**src/rtl/apb_master_bridge.sv**
```systemverilog
// Single-outstanding APB3 requester: one core request becomes one SETUP/ACCESS transfer,
// and the result returns through a response channel. A watchdog aborts stalled transfers.
module apb_master_bridge #(
  parameter int unsigned APB_ADDR_WIDTH = 12,
  parameter int unsigned TIMEOUT_CYCLES = 255
) (
  input  logic                      PCLK,
  input  logic                      PRESETn,
  input  logic                      req_valid_i,
  output logic                      req_ready_o,
  input  logic [APB_ADDR_WIDTH-1:0] req_addr_i,
  input  logic [31:0]               req_wdata_i,
  input  logic                      req_write_i,
  output logic                      rsp_valid_o,
  input  logic                      rsp_ready_i,
  output logic [31:0]               rsp_rdata_o,
  output logic                      rsp_err_o,
  output logic [APB_ADDR_WIDTH-1:0] PADDR,
  output logic [31:0]               PWDATA,
  output logic                      PWRITE,
  output logic                      PSEL,
  output logic                      PENABLE,
  input  logic [31:0]               PRDATA,
  input  logic                      PREADY,
  input  logic                      PSLVERR,
  output logic [1:0]                dbg_state_o
);

  // Handshakes: a transfer happens on a rising PCLK edge where valid and ready are both 1;
  // once raised, valid and its payload stay stable until that edge.

  localparam int unsigned CNT_W = (TIMEOUT_CYCLES > 0) ? $clog2(TIMEOUT_CYCLES + 1) : 1;
  localparam logic [CNT_W-1:0] CNT_MAX  = {CNT_W{1'b1}};
  localparam logic [CNT_W-1:0] CNT_LAST = (TIMEOUT_CYCLES > 0) ? CNT_W'(TIMEOUT_CYCLES - 1) : '0;

  typedef enum logic [1:0] {
    ST_IDLE   = 2'd0,
    ST_SETUP  = 2'd1,
    ST_ACCESS = 2'd2,
    ST_RESP   = 2'd3
  } state_t;

  state_t                    state_q, state_d;
  logic                      psel_q, psel_d;
  logic                      penable_q, penable_d;
  logic [APB_ADDR_WIDTH-1:0] paddr_q, paddr_d;
  logic [31:0]               pwdata_q, pwdata_d;
  logic                      pwrite_q, pwrite_d;
  logic                      rsp_valid_q, rsp_valid_d;
  logic                      rsp_err_q, rsp_err_d;
  logic [31:0]               rsp_rdata_q, rsp_rdata_d;
  logic [CNT_W-1:0]          wait_cnt_q, wait_cnt_d;

  always_comb begin
    state_d     = state_q;
    psel_d      = psel_q;
    penable_d   = penable_q;
    paddr_d     = paddr_q;
    pwdata_d    = pwdata_q;
    pwrite_d    = pwrite_q;
    rsp_valid_d = rsp_valid_q;
    rsp_err_d   = rsp_err_q;
    rsp_rdata_d = rsp_rdata_q;
    wait_cnt_d  = wait_cnt_q;
    case (state_q)
      ST_IDLE: begin
        if (req_valid_i) begin
          paddr_d   = req_addr_i;
          pwdata_d  = req_wdata_i;
          pwrite_d  = req_write_i;
          psel_d    = 1'b1;
          penable_d = 1'b0;
          state_d   = ST_SETUP;
        end
      end
      ST_SETUP: begin
        penable_d  = 1'b1;
        wait_cnt_d = '0;
        state_d    = ST_ACCESS;
      end
      ST_ACCESS: begin
        if (PREADY) begin
          psel_d      = 1'b0;
          penable_d   = 1'b0;
          rsp_valid_d = 1'b1;
          rsp_err_d   = PSLVERR;
          rsp_rdata_d = pwrite_q ? 32'h0 : PRDATA;
          state_d     = ST_RESP;
        end else begin
          if (wait_cnt_q != CNT_MAX) begin
            wait_cnt_d = wait_cnt_q + CNT_W'(1);
          end
          // This low sample is the limit-th in a row when the count already holds limit-1.
          if ((TIMEOUT_CYCLES != 0) && (wait_cnt_q == CNT_LAST)) begin
            psel_d      = 1'b0;
            penable_d   = 1'b0;
            rsp_valid_d = 1'b1;
            rsp_err_d   = 1'b1;
            rsp_rdata_d = 32'h0;
            state_d     = ST_RESP;
          end
        end
      end
      ST_RESP: begin
        if (rsp_ready_i) begin
          rsp_valid_d = 1'b0;
          state_d     = ST_IDLE;
        end
      end
      default: begin
        state_d = ST_IDLE;
      end
    endcase
  end

  always_ff @(posedge PCLK or negedge PRESETn) begin
    if (!PRESETn) begin
      state_q     <= ST_IDLE;
      psel_q      <= 1'b0;
      penable_q   <= 1'b0;
      paddr_q     <= '0;
      pwdata_q    <= 32'h0;
      pwrite_q    <= 1'b0;
      rsp_valid_q <= 1'b0;
      rsp_err_q   <= 1'b0;
      rsp_rdata_q <= 32'h0;
      wait_cnt_q  <= '0;
    end else begin
      state_q     <= state_d;
      psel_q      <= psel_d;
      penable_q   <= penable_d;
      paddr_q     <= paddr_d;
      pwdata_q    <= pwdata_d;
      pwrite_q    <= pwrite_d;
      rsp_valid_q <= rsp_valid_d;
      rsp_err_q   <= rsp_err_d;
      rsp_rdata_q <= rsp_rdata_d;
      wait_cnt_q  <= wait_cnt_d;
    end
  end

  assign req_ready_o = (state_q == ST_IDLE);
  assign rsp_valid_o = rsp_valid_q;
  assign rsp_err_o   = rsp_err_q;
  assign rsp_rdata_o = rsp_rdata_q;
  assign PADDR       = paddr_q;
  assign PWDATA      = pwdata_q;
  assign PWRITE      = pwrite_q;
  assign PSEL        = psel_q;
  assign PENABLE     = penable_q;
  assign dbg_state_o = state_q;

endmodule

```
**config.mk**
```make
export PLATFORM = sky130hd
export DESIGN_NAME = apb_master_bridge
export DESIGN_NICKNAME = d
export VERILOG_FILES = /design/src/rtl/apb_master_bridge.sv
export SDC_FILE = /design/constraint.sdc
export NUM_CORES = 1
export LEC_CHECK = 0
export CORE_MARGIN = 2
export CORE_UTILIZATION = 41
export DETAILED_ROUTE_END_ITERATION = 10
export PLACE_DENSITY = 0.82
export SLEW_MARGIN = 20
export SYNTH_ARGS = -nofsm -noshare
export SYNTH_HDL_FRONTEND = slang
export SYNTH_SLANG_ARGS = --single-unit
```
**constraint.sdc**
```tcl
create_clock -name PCLK -period 2.2 [get_ports PCLK]
set_input_delay 0.44 -clock PCLK [delete_from_list [all_inputs] [get_ports PCLK]]
set_output_delay 0.44 -clock PCLK [all_outputs]
set_load 0.01 [all_outputs]
```
==> results of run 1 <==
## logic make-up (layout without fill, tap and decap cells)
logic type | Yosys count | after routing | synth area share, %
flip-flops | 91 | 91 | 63.3
AO/OA/AOI/OAI | 52 | 52 | 11.8
buffers and inverters | 17 | 193 | 2.19
XOR/XNOR | 1 | 1 | 0.244
multiplexers | 48 | 48 | 15.0
adder cells (fa/ha/maj) | 8 | 8 | 2.78
AND/OR/NAND/NOR | 29 | 29 | 4.70
## worst max-delay path by stage
stage | from | end | slack (ns) | depth (start not counted)
floorplan | dbg_state_o[0]$_DFFE_PN0P_ | PADDR[11]$_DFFE_PN0P_ | 0.44 | 5
global placement | PREADY | wait_cnt_q[6]$_DFFE_PN0P_ | 0.21 | 5
detailed placement | PREADY | wait_cnt_q[6]$_DFFE_PN0P_ | 0.16 | 5
CTS | dbg_state_o[0]$_DFFE_PN0P_ | req_ready_o | 0.02 | 3
global route | dbg_state_o[0]$_DFFE_PN0P_ | wait_cnt_q[6]$_DFFE_PN0P_ | 0.25 | 6
finish | dbg_state_o[0]$_DFFE_PN0P_ | wait_cnt_q[6]$_DFFE_PN0P_ | 0.39 | 6
## cell type report
cell class / instances / area (um2)
fillers: 652 / 2950
flip-flops and latches: 91 / 2280
repair buffers: 173 / 1750
multi-input cells: 138 / 1240
well taps: 108 / 135
clock buffers: 9 / 124
clock inverters: 6 / 90.1
inverters: 5 / 18.8
## power groups by stage
stage	Combinational, mW	Clock, mW	Sequential (mW)
global route	3.76	1.33	2.97
floorplan	1.21	0	3.22
detailed placement	3.55	0	2.90
global placement	3.50	0	2.85
finish	3.53	1.23	2.87
CTS	3.58	1.26	2.87
## placed cells by master, fill, tap and decap left out, drive strengths merged, types with 2 or more instances in the layout
cell type,Yosys,final
a21oi,2,2
a22o,32,32
buf,12,8
bufinv,0,2
clkbuf,0,9
clkdlybuf4s50,0,164
clkinv,0,2
dfrtp,91,91
ha,8,8
inv,5,6
mux2,47,47
nand2,6,6
nand2b,2,2
nand3,8,8
nand3b,2,2
nand4,2,2
nor2,3,3
nor2b,3,3
o211ai,2,2
o21ai,6,6
o31ai,2,2
## stage by stage
stage | utilization, % | std cells
2_1_floorplan | - | 246
3_3_place_gp | 63.1 | 515
3_5_place_dp | 63.1 | 515
4_1_cts | 65.6 | 530
5_1_grt | 65.7 | 530
6_report | 65.7 | 530
## cell usage after synthesis
cell type   n  area share, %
nand3_2     1           0.28
nor2_1      3           0.31
nand2_1     6           0.63
ha_1        8            2.8
o21ai_0     4           0.56
o32a_1      1           0.28
a22o_1     32            7.8
a32oi_1     1           0.24
nand3_1     7           0.97
nand4_1     2           0.35
o21ba_2     1           0.28
o21bai_2    1           0.31
o31ai_1     2           0.42
dfrtp_1    91             63
a31oi_1     1           0.17
and2_1      1           0.17
o31a_2      1           0.28
mux2i_1     1           0.28
or4b_4      1           0.38
buf_2      12            1.7
xor2_1      1           0.24
nand3b_1    2           0.42
mux2_2     47             15
o21ai_1     2           0.28
o2bb2ai_1   1           0.24
o211ai_1    2           0.42
a211oi_1    1           0.21
nand2b_1    2           0.35
a21oi_1     2           0.28
nor2b_1     3           0.52
and4_4      1           0.31
inv_1       5           0.52
## registers in the layout, indices dropped and copies added, names as in the netlist
| signal | count |
|---|---|
| rsp_err_o | 1 |
| rsp_valid_o | 1 |
| PWDATA | 32 |
| rsp_rdata_o | 32 |
| PENABLE | 1 |
| dbg_state_o | 2 |
| PWRITE | 1 |
| PADDR | 12 |
| PSEL | 1 |
| wait_cnt_q | 8 |
## per-layer routing
metal  share of wire (%)  routed length (um)  GRT usage, %
met1                  44                3860          24.5
met2                  48                4240          30.0
met3                 6.1                 537          4.75
met4                 1.4                 125          5.88
met5                   0                   0             0
==> key figures, run 1 <==
Outcome
  – Status: finished clean

Worst setup path
  – CP endpoint kind: flip-flop
  – Worst R2R Path Depth: 6
  – R2r endpoint: wait_cnt_q[6]$_DFFE_PN0P_
  – Crit start category: flip-flop
  – Crit path max-delay family: simple AND/OR/NAND/NOR gates
  – Buf/Inv on CP: 1
  – Crit path max-delay cell type: or4b_4
  – Crit Path Class: reg2reg
  – Flop2flop setup slack: 0.39 ns
  – Reg2reg start: dbg_state_o[0]$_DFFE_PN0P_
  – Crit path largest cell delay: between 0.4 and 0.5 ns
  – Critical path arrival: 2.03 ns
  – Critical path fanouts, max: 6
  – Cell chain of the critical path: inv_1, ha_1, nand3b_1, or4b_4, a32oi_1, o21ai_1
  – Worst Path Required: between 2 and 2.5 ns

Global routing
  – Grt total ovfl: 0
  – Number of global-route vias before repair: roughly 2800
  – Global-route wire length before repair: 14.2 mm
  – Largest net degree at the start of global routing: 52
  – Initial antenna violation count: 0
  – Global Route Usage Sum: 18.5%

Placed design
  – Port-buffer cells: roughly 170
  – Post-placement cell area: 5430 um2
  – Post-DP HPWL: 6.48 mm
  – Place WS: 0.164 ns
  – Gpl congestion: 0.814

Clocking
  – Worst-Skew Late Latency: around 0.35 ns
  – Hold-fix buffers at CTS: 0
  – Post-CTS setup buffers: 0
  – CTS tree: built
  – Cts bufs inserted: 9
  – Clk pin slew, worst setup/hold paths: 0.10 ns
  – Htree depth: 3
  – Resize count post-CTS: 0
  – Clock Path Buffers: 2
  – # clock sinks: approximately 90
  – Clock root cell: clkbuf_8

Pwr
  – Gate power share: 46.3%
  – Pwr dens: 1350 nW/um2
  – VDD IR max: 0.614 mV
  – Total power: 7.62 mW
  – Cell-internal power: ~5.3 mW
  – Leak: 2.43 nW
  – Clk pwr share: between 15 and 20%
  – Sw Pwr: 2.35 mW
  – Flop pwr share: a little under two fifths
  – Sw Ratio: 30.8%

Synthesis
  – Mapped Area: 3600 um2
  – Syn nets: ~340
  – Yosys Warn Count: 0
  – Synth Area per Inst: 14.6 um2
  – Yosys cell types: 32
  – Post-synthesis sequential area ratio: 63.3%
  – Cells after Synth: around 250
  – Flop and latch count out of synthesis: 91

Final layout
  – Area delta synth->final: 57.0%
  – Final #Nets: 509
  – Fin area: 5640 um2
  – Ant diodes: 0
  – Layout cells sized above 1: 19.0%

Timing
  – Hold Fails Final Rpt: 0
  – Final period utilization: 82.5%
  – Max Freq: about 550 MHz
  – RSZ-0062 raised after global routing: false
  – Rel. slew slack: 53.2%
  – Tightest Pin Transition: 0.697 ns
  – Setup Viol. Count Final: 0
  – Setup TNS: 0 ns
  – Final-report max-slew violation count: 0
  – Worst hold-check slack: about 0.097 ns
  – Setup ws final: 0.386 ns
  – Worst Skew: 0.0164 ns
  – Tmin final: 1.81 ns

Die
  – Core outline area: 8590 um2
  – Die area: 9540 um2
  – Initial Util: 41.8%
  – Die height: 97.7 um
  – I/O pin cnt: 167
  – Row count: 34
  – Die Wd: 97.7 um

Routing
  – DRC: 0
  – Remaining antenna violation count after routing: 0
  – Initial DRC count: a little over 60
  – Drt first pass iters: 4
  – Routed vias: 2697
  – Total Routed Length: 8.76 mm
  – Drt via density: 5.09
  – WL/cell: 16.5 um

Hold path
  – Worst hold path class: in2async

Job
  – Max-cap violations: 0
Power figures use the tool's default switching activity.
==> inputs of run 2 (changes only) <==
==> constraint.sdc (replaced) <==
create_clock -name PCLK -period 1.67 [get_ports PCLK]
set_input_delay 0.334 -clock PCLK [delete_from_list [all_inputs] [get_ports PCLK]]
set_output_delay 0.334 -clock PCLK [all_outputs]
set_load 0.01 [all_outputs]
==> run 2 against run 1 <==
Against the previous run:
- the run now ends with setup timing left
- critical path depth decreased by 1
- register-to-register slack worse by 0.39 ns
- clock power is 35% higher
- combinational power increased by 42%
- count of clock-buffer cells in the layout grew 1
- sequential power up 32%
- largest cell class unchanged
- first-iteration DRC count decreased by 19%
- via count rose by 4.6%
==> key figures, run 2 (synthesized netlist as in run 1, its figures left out) <==
Outcome
  – Status: finished with violations
  – Failing checks: setup timing

Global routing
  – Global-route wire length before repair: 14.3 mm (+0.87%)
  – Number of global-route vias before repair: 2801 (+1.7%)
  – Global Route Usage Sum: 18.7% (+0.22 points)
  – GRT met1 Usage: 23.9% (-0.57 points)
  – Grt met3 use: 4.82% (+0.072 points)
  – Grt total ovfl: 0 (unchanged)
  – Busiest grt layer: met2
  – Initial antenna violation count: 0 (unchanged)
  – Met2 usage: 31.3% (+1.3 points)
  – Largest net degree at the start of global routing: 39 (-25%)

Placed design
  – Post-DP HPWL: 6.42 mm (-0.91%)
  – Gpl congestion: 0.790 (-3.0%)
  – Post-placement cell area: 5540 um2 (+2.1%)
  – Dpl cells: 527 (+2.3%)
  – Port-buffer cells: 166 (unchanged)

Worst setup path
  – Buf/Inv on CP: 0 (-1)
  – Cell chain of the critical path: ha_1, nand3_2, or4b_4, a32oi_2, o21ai_1
  – Worst Path Required: 1.90 ns (-0.52 ns)
  – Critical path arrival: 1.90 ns (-0.13 ns)
  – Crit start category: flip-flop
  – Crit path max-delay family: simple AND/OR/NAND/NOR gates
  – Crit path max-delay cell type: or4b_4
  – Critical path fanouts, max: 6 (unchanged)
  – CP endpoint kind: flip-flop
  – Crit path largest cell delay: 0.55 ns (+0.06 ns)
  – Crit Path Class: reg2reg

Routing
  – Routed vias: 2820 (+4.6%)
  – WL/cell: 16.7 um (+1.2%)
  – Remaining antenna violation count after routing: 0 (unchanged)
  – Initial DRC count: 50 (-19%)
  – DRC: 0 (unchanged)
  – Drt first pass iters: 4 (unchanged)
  – Total Routed Length: 9.20 mm (+5.0%)
  – Drt via density: 5.13 (+0.76%)

Die
  – Core outline area: 8590 um2 (unchanged)
  – Die area: 9540 um2 (unchanged)
  – Initial Util: 41.8% (unchanged)
  – Row count: 34 (unchanged)
  – Die Wd: 97.7 um (unchanged)
  – Die height: 97.7 um (unchanged)
  – I/O pin cnt: 167 (unchanged)

Clocking
  – CTS tree: built
  – Clock root cell: clkbuf_8
  – # clock sinks: 91 (unchanged)
  – Htree depth: 3 (unchanged)
  – Worst-Skew Late Latency: 0.35 ns (about the same)
  – Clock Path Buffers: 2 (unchanged)
  – Clk pin slew, worst setup/hold paths: 0.09 ns (about the same)
  – Cts bufs inserted: 9 (unchanged)

Timing
  – Setup ws final: -0.00321 ns (-0.389 ns)
  – Tmin final: 1.67 ns (-0.141 ns)
  – RSZ-0062 raised after global routing: true
  – Setup Viol. Count Final: 1 (+1)
  – Tightest Pin Transition: 0.400 ns (-0.298 ns)
  – Final period utilization: 100% (+18 points)
  – Worst Skew: 0.0189 ns (+0.00252 ns)
  – Max Freq: 598 MHz (+8.4%)
  – Setup TNS: -0.00321 ns (-0.00321 ns)
  – Rel. slew slack: 73.4% (+20 points)
  – Hold Fails Final Rpt: 0 (unchanged)
  – Final-report max-slew violation count: 0 (unchanged)

Final layout
  – Fin cells: 550 (+3.8%)
  – Layout cells sized above 1: 24.9% (+5.9 points)
  – Fillers: 624 (-4.3%)
  – Footprint of the multi-input gates: 1320 um2 (+6.3%)
  – Most common cell after layout, fill and taps aside: clkdlybuf4s50_1
  – FF/Latch Area: 2280 um2 (unchanged)
  – Area delta synth->final: 65.1%
  – Fin area: 5940 um2 (+5.2%)
  – Most frequent cells in the layout: clkdlybuf4s50_1, dfrtp_1, mux2_2, a22o_1, buf_4
  – Ant diodes: 0 (unchanged)
  – Final #Nets: 528 (+3.7%)

Pwr
  – Pwr dens: 1760 nW/um2 (+30%)
  – VDD IR max: 0.867 mV (+41%)
  – Leak: 2.59 nW (+6.6%)

Job
  – Max-cap violations: 0 (unchanged)

Hold path
  – Worst hold path class: in2async
## run 2: worst paths after layout
path	startpoint	to	slack (ns)	depth (start not counted)
worst max-delay path	wait_cnt_q[0]$_DFFE_PN0P_	wait_cnt_q[6]$_DFFE_PN0P_	-0.003	5
worst min-delay path	PRESETn	PWDATA[10]$_DFFE_PN0P_	0.45	2
worst max register to register	wait_cnt_q[0]$_DFFE_PN0P_	wait_cnt_q[6]$_DFFE_PN0P_	-0.003	5
worst min register to register	PWDATA[7]$_DFFE_PN0P_	PWDATA[7]$_DFFE_PN0P_	0.51	1
max in group asynchronous	PRESETn	PWDATA[24]$_DFFE_PN0P_	0.69	3
min in group PCLK	PWDATA[7]$_DFFE_PN0P_	PWDATA[7]$_DFFE_PN0P_	0.51	1
## run 2: what timing repair did
action / 4_1_cts / 5_1_grt
cloned: 0 / 3
hold endpoints to repair: 27 / 0
setup endpoints to repair: 7 / 42
resized for setup: 10 / 18
hold buffers: 1 / 0
pin swaps: 1 / 3
setup buffers: 0 / 3
## run 2: cell type report
| type | instances | share of cell area [%] |
|---|---|---|
| multi-input combinational | 138 | 22.3 |
| timing repair buffer | 192 | 33.0 |
| clock inverter | 6 | 1.60 |
| clock buffer | 10 | 2.15 |
| inverter | 5 | 0.316 |
| tap | 108 | 2.28 |
| sequential | 91 | 38.4 |
## run 2: routing by layer
metal,vias to the layer above,part of all wire [%]
met5,-,0
met4,0,1.2
met3,9,6.2
met2,114,50
met1,1409,43
li1,1288,-
## run 2: stage by stage
step	worst slack [ns]	hold WS (ns)	utilization [%]	power (mW)
6_report	-0.00321	0.452	69.1	10.4
5_1_grt	-0.0540	0.466	69.1	11.1
4_1_cts	-0.0589	0.452	67.3	10.3
3_5_place_dp	-0.191	0.292	64.5	8.67
3_3_place_gp	-0.147	0.290	64.5	8.51
2_1_floorplan	0.00970	0.0384	-	5.84
## run 2: where the power goes
group / total, mW / switching (mW) / internal, mW
registers: 3.78 / 0.567 / 3.22
clock network: 1.66 / 0.795 / 0.863
logic: 5.01 / 1.89 / 3.12
total: 10.4 / 3.25 / 7.20
## run 2: worst reg2reg max path, delay by kind of cell, from the launching register on
kind            cells  cell delay (ns)
compound gates      2             0.29
simple gates        2             0.65
fa+ha+maj           1             0.21
flops               1             0.42
